## src/rtl/mem_bus_bridge.sv

```systemverilog
// Bridge from the picorv32 native memory interface to the on-chip word RAM and a small I/O window.
// Every output is registered; errors (unmapped, illegal strobe, I/O timeout) raise a sticky flag.
module mem_bus_bridge #(
  parameter logic [31:0] RAM_BASE    = 32'h0000_0000,
  parameter logic [31:0] IO_BASE     = 32'h8000_0000,
  parameter int          WAIT_STATES = 0,
  parameter int          IO_TIMEOUT  = 15,
  parameter logic [31:0] ERR_DATA    = 32'hDEAD_BEEF
) (
  input  logic        clk,
  input  logic        resetn,
  input  logic        mem_valid,
  output logic        mem_ready,
  input  logic [31:0] mem_addr,
  input  logic [31:0] mem_wdata,
  input  logic [3:0]  mem_wstrb,
  output logic [31:0] mem_rdata,
  output logic        ram_sel,
  output logic [3:0]  ram_wen,
  output logic [11:0] ram_address,
  output logic [31:0] ram_wdata,
  input  logic [31:0] ram_rdata,
  output logic        io_sel,
  output logic [3:0]  io_wen,
  output logic [7:0]  io_address,
  output logic [31:0] io_wdata,
  input  logic [31:0] io_rdata,
  input  logic        io_ready,
  output logic        bus_error,
  output logic [31:0] err_addr
);

  typedef enum logic [2:0] {IDLE, RAM_ACC, IO_ACC, DONE, ERROR} state_e;

  state_e      state_q, state_d;
  logic [31:0] addr_q, addr_d;
  logic [3:0]  wstrb_q, wstrb_d;
  logic [7:0]  cnt_q, cnt_d;
  logic        mem_ready_q, mem_ready_d;
  logic [31:0] mem_rdata_q, mem_rdata_d;
  logic        ram_sel_q, ram_sel_d;
  logic [3:0]  ram_wen_q, ram_wen_d;
  logic [11:0] ram_address_q, ram_address_d;
  logic [31:0] ram_wdata_q, ram_wdata_d;
  logic        io_sel_q, io_sel_d;
  logic [3:0]  io_wen_q, io_wen_d;
  logic [7:0]  io_address_q, io_address_d;
  logic [31:0] io_wdata_q, io_wdata_d;
  logic        bus_error_q, bus_error_d;
  logic [31:0] err_addr_q, err_addr_d;

  logic ram_hit, io_hit, strb_ok;

  function automatic logic legal_strb(input logic [3:0] s);
    case (s)
      4'b0000, 4'b0001, 4'b0010, 4'b0100,
      4'b1000, 4'b0011, 4'b1100, 4'b1111: legal_strb = 1'b1;
      default:                            legal_strb = 1'b0;
    endcase
  endfunction

  assign ram_hit = (mem_addr[31:12] == RAM_BASE[31:12]);
  assign io_hit  = (mem_addr[31:8] == IO_BASE[31:8]);
  assign strb_ok = legal_strb(mem_wstrb);

  // Outputs are computed for the state being entered, so the registered copy lines up with it.
  always_comb begin
    state_d       = state_q;
    addr_d        = addr_q;
    wstrb_d       = wstrb_q;
    cnt_d         = cnt_q;
    mem_ready_d   = 1'b0;
    mem_rdata_d   = '0;
    ram_sel_d     = 1'b0;
    ram_wen_d     = '0;
    ram_address_d = ram_address_q;
    ram_wdata_d   = ram_wdata_q;
    io_sel_d      = 1'b0;
    io_wen_d      = '0;
    io_address_d  = io_address_q;
    io_wdata_d    = io_wdata_q;
    bus_error_d   = bus_error_q;
    err_addr_d    = err_addr_q;

    case (state_q)
      IDLE: begin
        if (mem_valid) begin
          addr_d  = mem_addr;
          wstrb_d = mem_wstrb;
          cnt_d   = '0;
          if (strb_ok && ram_hit) begin
            state_d       = RAM_ACC;
            ram_sel_d     = 1'b1;
            ram_address_d = {mem_addr[11:2], 2'b00};
            ram_wdata_d   = mem_wdata;
            ram_wen_d     = (WAIT_STATES == 0) ? mem_wstrb : 4'b0000;
          end else if (strb_ok && io_hit) begin
            state_d      = IO_ACC;
            io_sel_d     = 1'b1;
            io_wen_d     = mem_wstrb;
            io_address_d = mem_addr[7:0];
            io_wdata_d   = mem_wdata;
          end else begin
            state_d = ERROR;
          end
        end
      end

      // The write enable is raised only for the last access cycle so a write commits once.
      RAM_ACC: begin
        if (cnt_q == 8'(WAIT_STATES)) begin
          state_d     = DONE;
          mem_ready_d = 1'b1;
          mem_rdata_d = (wstrb_q == 4'b0000) ? ram_rdata : '0;
        end else begin
          cnt_d     = cnt_q + 8'd1;
          ram_sel_d = 1'b1;
          if (WAIT_STATES != 0 && cnt_q == 8'(WAIT_STATES - 1))
            ram_wen_d = wstrb_q;
        end
      end

      // A ready seen on the last allowed cycle still completes the access normally.
      IO_ACC: begin
        if (io_ready) begin
          state_d     = DONE;
          mem_ready_d = 1'b1;
          mem_rdata_d = (wstrb_q == 4'b0000) ? io_rdata : '0;
        end else if (cnt_q == 8'(IO_TIMEOUT - 1)) begin
          state_d = ERROR;
        end else begin
          cnt_d    = cnt_q + 8'd1;
          io_sel_d = 1'b1;
          io_wen_d = wstrb_q;
        end
      end

      ERROR: begin
        state_d     = DONE;
        mem_ready_d = 1'b1;
        mem_rdata_d = ERR_DATA;
        bus_error_d = 1'b1;
        if (!bus_error_q)
          err_addr_d = addr_q;
      end

      DONE: state_d = IDLE;

      default: state_d = IDLE;
    endcase
  end

  always_ff @(posedge clk or negedge resetn) begin
    if (!resetn) begin
      state_q       <= IDLE;
      addr_q        <= '0;
      wstrb_q       <= '0;
      cnt_q         <= '0;
      mem_ready_q   <= 1'b0;
      mem_rdata_q   <= '0;
      ram_sel_q     <= 1'b0;
      ram_wen_q     <= '0;
      ram_address_q <= '0;
      ram_wdata_q   <= '0;
      io_sel_q      <= 1'b0;
      io_wen_q      <= '0;
      io_address_q  <= '0;
      io_wdata_q    <= '0;
      bus_error_q   <= 1'b0;
      err_addr_q    <= '0;
    end else begin
      state_q       <= state_d;
      addr_q        <= addr_d;
      wstrb_q       <= wstrb_d;
      cnt_q         <= cnt_d;
      mem_ready_q   <= mem_ready_d;
      mem_rdata_q   <= mem_rdata_d;
      ram_sel_q     <= ram_sel_d;
      ram_wen_q     <= ram_wen_d;
      ram_address_q <= ram_address_d;
      ram_wdata_q   <= ram_wdata_d;
      io_sel_q      <= io_sel_d;
      io_wen_q      <= io_wen_d;
      io_address_q  <= io_address_d;
      io_wdata_q    <= io_wdata_d;
      bus_error_q   <= bus_error_d;
      err_addr_q    <= err_addr_d;
    end
  end

  assign mem_ready   = mem_ready_q;
  assign mem_rdata   = mem_rdata_q;
  assign ram_sel     = ram_sel_q;
  assign ram_wen     = ram_wen_q;
  assign ram_address = ram_address_q;
  assign ram_wdata   = ram_wdata_q;
  assign io_sel      = io_sel_q;
  assign io_wen      = io_wen_q;
  assign io_address  = io_address_q;
  assign io_wdata    = io_wdata_q;
  assign bus_error   = bus_error_q;
  assign err_addr    = err_addr_q;

endmodule

```

## config.mk

```make
export PLATFORM = sky130hd
export DESIGN_NAME = mem_bus_bridge
export DESIGN_NICKNAME = d
export VERILOG_FILES = /design/src/rtl/mem_bus_bridge.sv
export SDC_FILE = /design/constraint.sdc
export NUM_CORES = 1
export LEC_CHECK = 0
export ABC_AREA = 1
export BUFFER_PORTS_ARGS = -buffer_cell sky130_fd_sc_hd__clkbuf_2
export CAP_MARGIN = 20
export CELL_PAD_IN_SITES_DETAIL_PLACEMENT = 1
export CELL_PAD_IN_SITES_GLOBAL_PLACEMENT = 1
export CORE_MARGIN = 2
export CORE_UTILIZATION = 38
export CTS_BUF_LIST = sky130_fd_sc_hd__clkbuf_4
export DETAILED_ROUTE_END_ITERATION = 7
export PLACE_DENSITY_LB_ADDON = 0.1
export RECOVER_POWER = 100
export SYNTH_ARGS = -nofsm -noshare
export SYNTH_HDL_FRONTEND = slang
export SYNTH_SLANG_ARGS = --single-unit
```

## constraint.sdc

```tcl
create_clock -name clk -period 2.2 [get_ports clk]
set_clock_uncertainty 0.2 [all_clocks]
set_input_delay 0.11 -clock clk [delete_from_list [all_inputs] [get_ports clk]]
set_output_delay 0.11 -clock clk [all_outputs]
set_load 0.02 [all_outputs]
```

==> impl_results.md, run 1 <==
- Drt wl/cell: 19.1 um
- Crit. End Element: flop
- Post-DRT Antenna Nets: 0
- Layout cells sized above 1: 19.3%
- Clock slew at reported path FFs: 0.07 ns
- Sequential share of the synthesized area: 58.7%
- Hold path start: mem_addr[25]
- Min Hold Slack: 0.0562 ns
- CTS Buf Count: 55
- Peak supply drop: 0.479 mV
- Pre-antenna DRT Iters: 5
- Residual DRC: 0
- Largest net degree at the start of global routing: 65
- Layout area overhead: 45.8%
- Power per Cell Area: 994 nW/um^2
- Number of synthesized register bits: 205
- Status: finished clean
- Syn. warnings: 0
- Worst skew pair latency: 0.68 ns
- DIE WIDTH: 156 um
- Slew Limit Fails: 0
- Mean post-synth cell area: 9.38 sq um
- DR vias: 8,881
- Commonest non-fill, non-tap cell in the layout: nand2_1
- Leakage: 0.00649 uW
- Final hold vios: 0
- DR vias/cell: 5.09
- Top-Level Pins: 296
- Largest area contributor in the netlist: dfrtp_1
- Area share of the largest cell type after synthesis: 58.7%
- Die Area: 24,200 sq um
- Nets: 1,559
- Top cells by area, synth: dfrtp_1, nand2_1, nand4_1
- Row count: 55
- MaxCap Viol Count: 0
- IO buf count: 293
- Detail Placement HPWL: 18,600 um
- Library cells used by synthesis: 34
- H-Tree Depth: 2
- Initial DRC count: 363
- CP startpoint kind: flop
- Mapped Area: 8740 sq um
- Clk root buf: clkbuf_4
- FMAX: 0.466 GHz
- CTS tree: built
- Routability congestion estimate from global placement: 0.794
- Antenna violations before repair: 1
- Pre-CTS setup slack: 0.139 ns
- CP Max Fanout: 12
- Kind of critical path: flop to flop
- Setup ws final: 0.0544 ns
- First-pass GRT wire length: 51,800 um
- Clk sinks: 205
- Via count of the first global-routing pass: 9,656
- Min Tclk post-route: 2.15 ns
- Slew HR: 25.7%
- Worst path required time: 2.59 ns
- Hold WC Path Type: primary input to flop
- Final setup fails: 0
- Core footprint: 22,600 sq um
- Max clock buf depth: 3
- Die Span Y: 156 um
- Final Cycle Share: 97.5%
- GRT overflow: 0
- Actual slew at the worst max-slew pin: 1.11 ns
- Start point of the critical path: wstrb_q[2]$_DFFE_PN0P_
- Commonest non-fill, non-tap cells in the layout: nand2_1, dfrtp_1, dlygate4sd3_1
- GRT Util Overall: 26.9%
- Mapped Cells: 932
- Routed wire length: 33,400 um
- Arrival @ worst endpoint: 2.53 ns
- FF-to-FF Start: wstrb_q[2]$_DFFE_PN0P_
- Starting Density: 38.6%
[area by class of cell]
class,instances,area [sq um]
Clock buffer,76,571
Multi-Input combinational cell,597,3030
Sequential cell,205,5130
Fill cell,2751,9900
Inverter,67,256
Timing Repair Buffer,493,3310
Antenna cell,1,2.50
Tap cell,285,357
Clock inverter,20,80.1
[synthesized netlist by cell type (all sizes together)]
| cell | n |
|---|---|
| inv | 65 |
| clkinv | 2 |
| mux2 | 24 |
| o22ai | 4 |
| conb | 1 |
| nor4 | 1 |
| nor2 | 26 |
| nand4 | 115 |
| o21ai | 49 |
| nand3b | 1 |
| clkbuf | 23 |
| nor3 | 3 |
| ha | 4 |
| dfrtp | 205 |
| xor2 | 2 |
| nand3 | 70 |
| buf | 41 |
| nand2 | 286 |
| a21oi | 10 |
[report_power, final]
group	switching, uW	leakage, uW	internal, uW
logic	2960	0.00336	1400
registers	463	0.00275	4620
clock network	1630	0.000382	1590
[final timing paths]
| kind | end | slack, ns | cells after the start |
|---|---|---|---|
| setup reg to reg | mem_rdata[12]$_DFF_PN0_ | 0.05 | 6 |
| hold / removal | addr_q[25]$_DFFE_PN0P_ | 0.06 | 4 |
| setup / recovery | mem_rdata[12]$_DFF_PN0_ | 0.05 | 6 |
| max in group asynchronous | cnt_q[6]$_DFFE_PN0P_ | 0.23 | 4 |
| hold reg to reg | io_wdata[11]$_DFFE_PN0P_ | 0.27 | 2 |
| min in group asynchronous | err_addr[14]$_DFFE_PN0P_ | 0.51 | 4 |
[state kept, by name (all words and copies together), names as in the netlist, 8 cells and up]
| register | count |
|---|---|
| mem_rdata | 32 |
| ram_wdata | 32 |
| cnt_q | 8 |
| addr_q | 32 |
| err_addr | 32 |
| ram_address | 10 |
| io_address | 8 |
| io_wdata | 32 |
[critical path, stage by stage (launching register included)]
cell           delay (ns)
dfrtp_1              0.41
nor4_4               0.28
buf_6                0.18
buf_12               0.15
nand4_1              0.13
dlygate4sd3_1        0.62
nand3_1              0.08
[metal layers]
metal	up-vias	part of all wire (%)	track usage, %
met3	93	6.6	7.67
met1	4337	40	30.6
li1	4111	-	-
met4	0	3.5	11.6
met2	340	50	47.4
met5	-	0	0
[metrics by stage]
stage	TNS, ns	utilization (%)	instance area [sq um]	power (uW)	std cells
2_1_floorplan	0	-	8740	7550	933
3_5_place_dp	0	46.6	10500	9100	1468
5_1_grt	-0.00136	56.3	12700	13400	1744
3_3_place_gp	0	46.6	10500	9020	1468
4_1_cts	0	57.4	13000	12600	1742
6_report	0	56.3	12700	12700	1744
[cells by family after synthesis]
logic type	Yosys count	synth area share, %
DFF	205	58.7
adders and majority gates	4	0.573
buffers and inverters	131	6.53
AOI/OAI and AO/OA	63	3.71
xor gates and xnor gates	2	0.200
muxes	24	3.09
and+or+nand+nor	502	27.2
other	1	0.0429
[repair_timing]
item	4_1_cts	5_1_grt
hold buffers	178	0
gates resized for setup	0	8
buffers inserted	0	1
setup endpoints to repair	0	19
endpoints found under the hold margin	377	0
Power figures use the tool's default switching activity.
==> run 2, diff against run 1 <==
--- a/config.mk
+++ b/config.mk
@@ -14,7 +14,7 @@
 export CORE_UTILIZATION = 38
 export CTS_BUF_LIST = sky130_fd_sc_hd__clkbuf_4
 export DETAILED_ROUTE_END_ITERATION = 7
-export PLACE_DENSITY_LB_ADDON = 0.1
+export PLACE_DENSITY = 0.89
 export RECOVER_POWER = 100
 export SYNTH_ARGS = -nofsm -noshare
 export SYNTH_HDL_FRONTEND = slang
==> run 2 against run 1 <==
Effect of this change: via count up 4.0%; cell count fell by 1.2%; maximum frequency increased by 0.97%; critical path depth up 6; setup slack improved by 0.021 ns; flip-flop and latch count unchanged; sequential power increased by 0.8%; non-clock buffer count is 25 lower; utilization is 1.1 points lower; global-route usage rose by 3.6 points.
==> impl_results.md, run 2 (synthesis results as in run 1) <==
- CTS Buf Count: 56 (+1.8%)
- Detail Placement HPWL: 20,100 um (+7.7%)
- Clock slew at reported path FFs: 0.07 ns (about the same)
- Min Tclk post-route: 2.12 ns (-0.0207 ns)
- Kind of critical path: primary input to flop
- Final hold vios: 0 (unchanged)
- Clock Power Share: 27.7% (+2.2 points)
- Part of the power in registers: 39.7% (-0.4 points)
- Switching power: 5210 uW (+3.0%)
- Power per Cell Area: 1030 nW/um^2 (+3.8%)
- Post-DRT Antenna Nets: 0 (unchanged)
- Via count of the first global-routing pass: 10,300 (+7.1%)
- Final TNS setup: 0 ns (unchanged)
- Starting Density: 38.6% (unchanged)
- Nets: 1,536 (-1.5%)
- Die Area: 24,200 sq um (unchanged)
- DR vias/cell: 5.36 (+5.3%)
- Status: finished clean
- CP startpoint kind: primary input
- Routed wire length: 37,000 um (+11%)
- Switching fraction of total power: 40.4% (+0.45 points)
- FMAX: 0.471 GHz (+0.97%)
- DIE WIDTH: 156 um (unchanged)
- Row count: 55 (unchanged)
- IO buf count: 293 (unchanged)
- Crit. End Element: flop
- Final Cycle Share: 96.6% (-0.94 points)
- Leakage: 0.00646 uW (-0.39%)
- DP Cell Count: 1,472 (+0.27%)
- Die Span Y: 156 um (unchanged)
- Int Pwr: 7690 uW (+1.1%)
- Largest net degree at the start of global routing: 64 (-1.5%)
- Worst Path Buf+Inv: 5 (+2)
- GRT overflow: 0 (unchanged)
- Pre-antenna DRT Iters: 7 (+2)
- CP Max Fanout: 5 (-7)
- Top-Level Pins: 296 (unchanged)
- Total power: 12,900 uW (+1.9%)
- MaxCap Viol Count: 0 (unchanged)
- Actual slew at the worst max-slew pin: 0.969 ns (-0.145 ns)
- Initial DRC count: 570 (+57%)
- Drt wl/cell: 21.5 um (+12%)
- Gate power share: 32.5% (-1.9 points)
- Layout area overhead: 43.0%
- Arrival @ worst endpoint: 2.45 ns (-0.08 ns)
- Commonest non-fill, non-tap cell in the layout: nand2_1
- Hold WC Path Type: primary input to flop
- Clk root buf: clkbuf_4
- Worst path required time: 2.53 ns (-0.06 ns)
- Max clock buf depth: 3 (unchanged)
- Core footprint: 22,600 sq um (unchanged)
- Peak supply drop: 0.458 mV (-4.5%)
- H-Tree Depth: 2 (unchanged)
- Layout cells sized above 1: 20.6% (+1.4 points)
- Finished Layout Cells: 1,723 (-1.2%)
- Slew Limit Fails: 0 (unchanged)
- Commonest non-fill, non-tap cells in the layout: nand2_1, dfrtp_1, clkbuf_1
- RSZ-0062 raised after global routing: no
- Critical path's top delay family: buffers and inverters
- Slowest-stage cell, CP: dlygate4sd3_1
- Antenna violations before repair: 3 (+2)
- Crit path cell chain: dlygate4sd3_1 -> clkbuf_2 -> inv_1 -> ha_1 -> nand3_1 -> nand2_1 -> nor2_2 -> nand2_1 -> dlygate4sd3_1 -> clkbuf_2 -> nand3_1 -> a21oi_1
- Slew HR: 35.4% (+9.7 points)
- Max stage delay on crit path: 0.56 ns (-0.06 ns)
- Final setup fails: 0 (unchanged)
- GRT Util Overall: 30.6% (+3.6 points)
- Routability congestion estimate from global placement: 0.784 (-1.2%)
- Worst skew pair latency: 0.67 ns (about the same)
- Residual DRC: 0 (unchanged)
- First-pass GRT wire length: 58,200 um (+12%)
- DR vias: 9,238 (+4.0%)
- Clk sinks: 205 (unchanged)
- CTS tree: built
## run 2: cell types whose count changed in the layout (fill, tap and decap cells not counted), moves of 3 or more
cell           delta
buf_6             +3
clkbuf_4          +8
dlygate4sd3_1    -29
buf_4            +12
buf_12            -3
clkinv_1          -9
## run 2: power groups by stage
stage,registers [uW],clock network (uW),logic (uW)
after floorplan,5650,0,1900
after global placement,5060,0,3790
after detailed placement,5120,0,3930
after CTS,5070,3580,4190
after global routing,5200,3880,4540
final,5120,3570,4200
## run 2: through the flow
| stage | hold WS [ns] | cell area [sq um] | setup WS, ns | util (%) |
|---|---|---|---|---|
| 5_1_grt | 0.0166 | 12500 | 0.00962 | 55.2 |
| 6_report | 0.0521 | 12500 | 0.0750 | 55.2 |
| 3_5_place_dp | -0.0419 | 10500 | 0.250 | 46.5 |
| 3_3_place_gp | -0.0511 | 10500 | 0.251 | 46.5 |
| 2_1_floorplan | -0.386 | 8740 | 0.514 | - |
| 4_1_cts | 0.00360 | 12700 | 0.0367 | 56.2 |
## run 2: what timing repair did
item,CTS,global route
setup buffers,0,3
endpoints found under the setup margin,0,51
hold endpoints to repair,376,0
resized for setup,0,9
hold buffers,148,0
## run 2: area by class of cell
type / instances / area (sq um)
clock inverter: 12 / 72.6
timing repair inverter: 1 / 7.51
sequential: 205 / 5130
inverter: 67 / 258
fill: 2700 / 10100
antenna: 3 / 7.51
tap: 285 / 357
timing repair buffer: 468 / 3000
multi-input combinational: 597 / 3030
clock buffer: 85 / 638
## run 2: final timing paths
kind,from,depth (start not counted),endpoint,slack [ns]
max in group asynchronous,resetn,4,err_addr[23]$_DFFE_PN0P_,0.24
min in group asynchronous,resetn,3,ram_wdata[28]$_DFFE_PN0P_,0.51
min,mem_wstrb[0],4,ram_wen[0]$_DFF_PN0_,0.05
min reg2reg,io_wdata[3]$_DFFE_PN0P_,2,io_wdata[3]$_DFFE_PN0P_,0.27
max reg2reg,cnt_q[0]$_DFFE_PN0P_,7,mem_rdata[20]$_DFF_PN0_,0.11
max,mem_wstrb[1],12,state_q[2]$_DFFE_PN0P_,0.08
## run 2: metal layers
| layer | part of all wire (%) | GRT usage (%) | vias to the layer above |
|---|---|---|---|
| met5 | 0 | 0 | - |
| met4 | 4.0 | 13.8 | 0 |
| met3 | 8.1 | 8.78 | 114 |
| li1 | - | - | 4058 |
| met2 | 50 | 53.0 | 448 |
| met1 | 38 | 35.2 | 4618 |
## run 2: worst min-delay path, delay by kind of cell
kind | cells | cell delay [ns]
simple gates | 1 | 0.05
buf+inv | 3 | 0.74
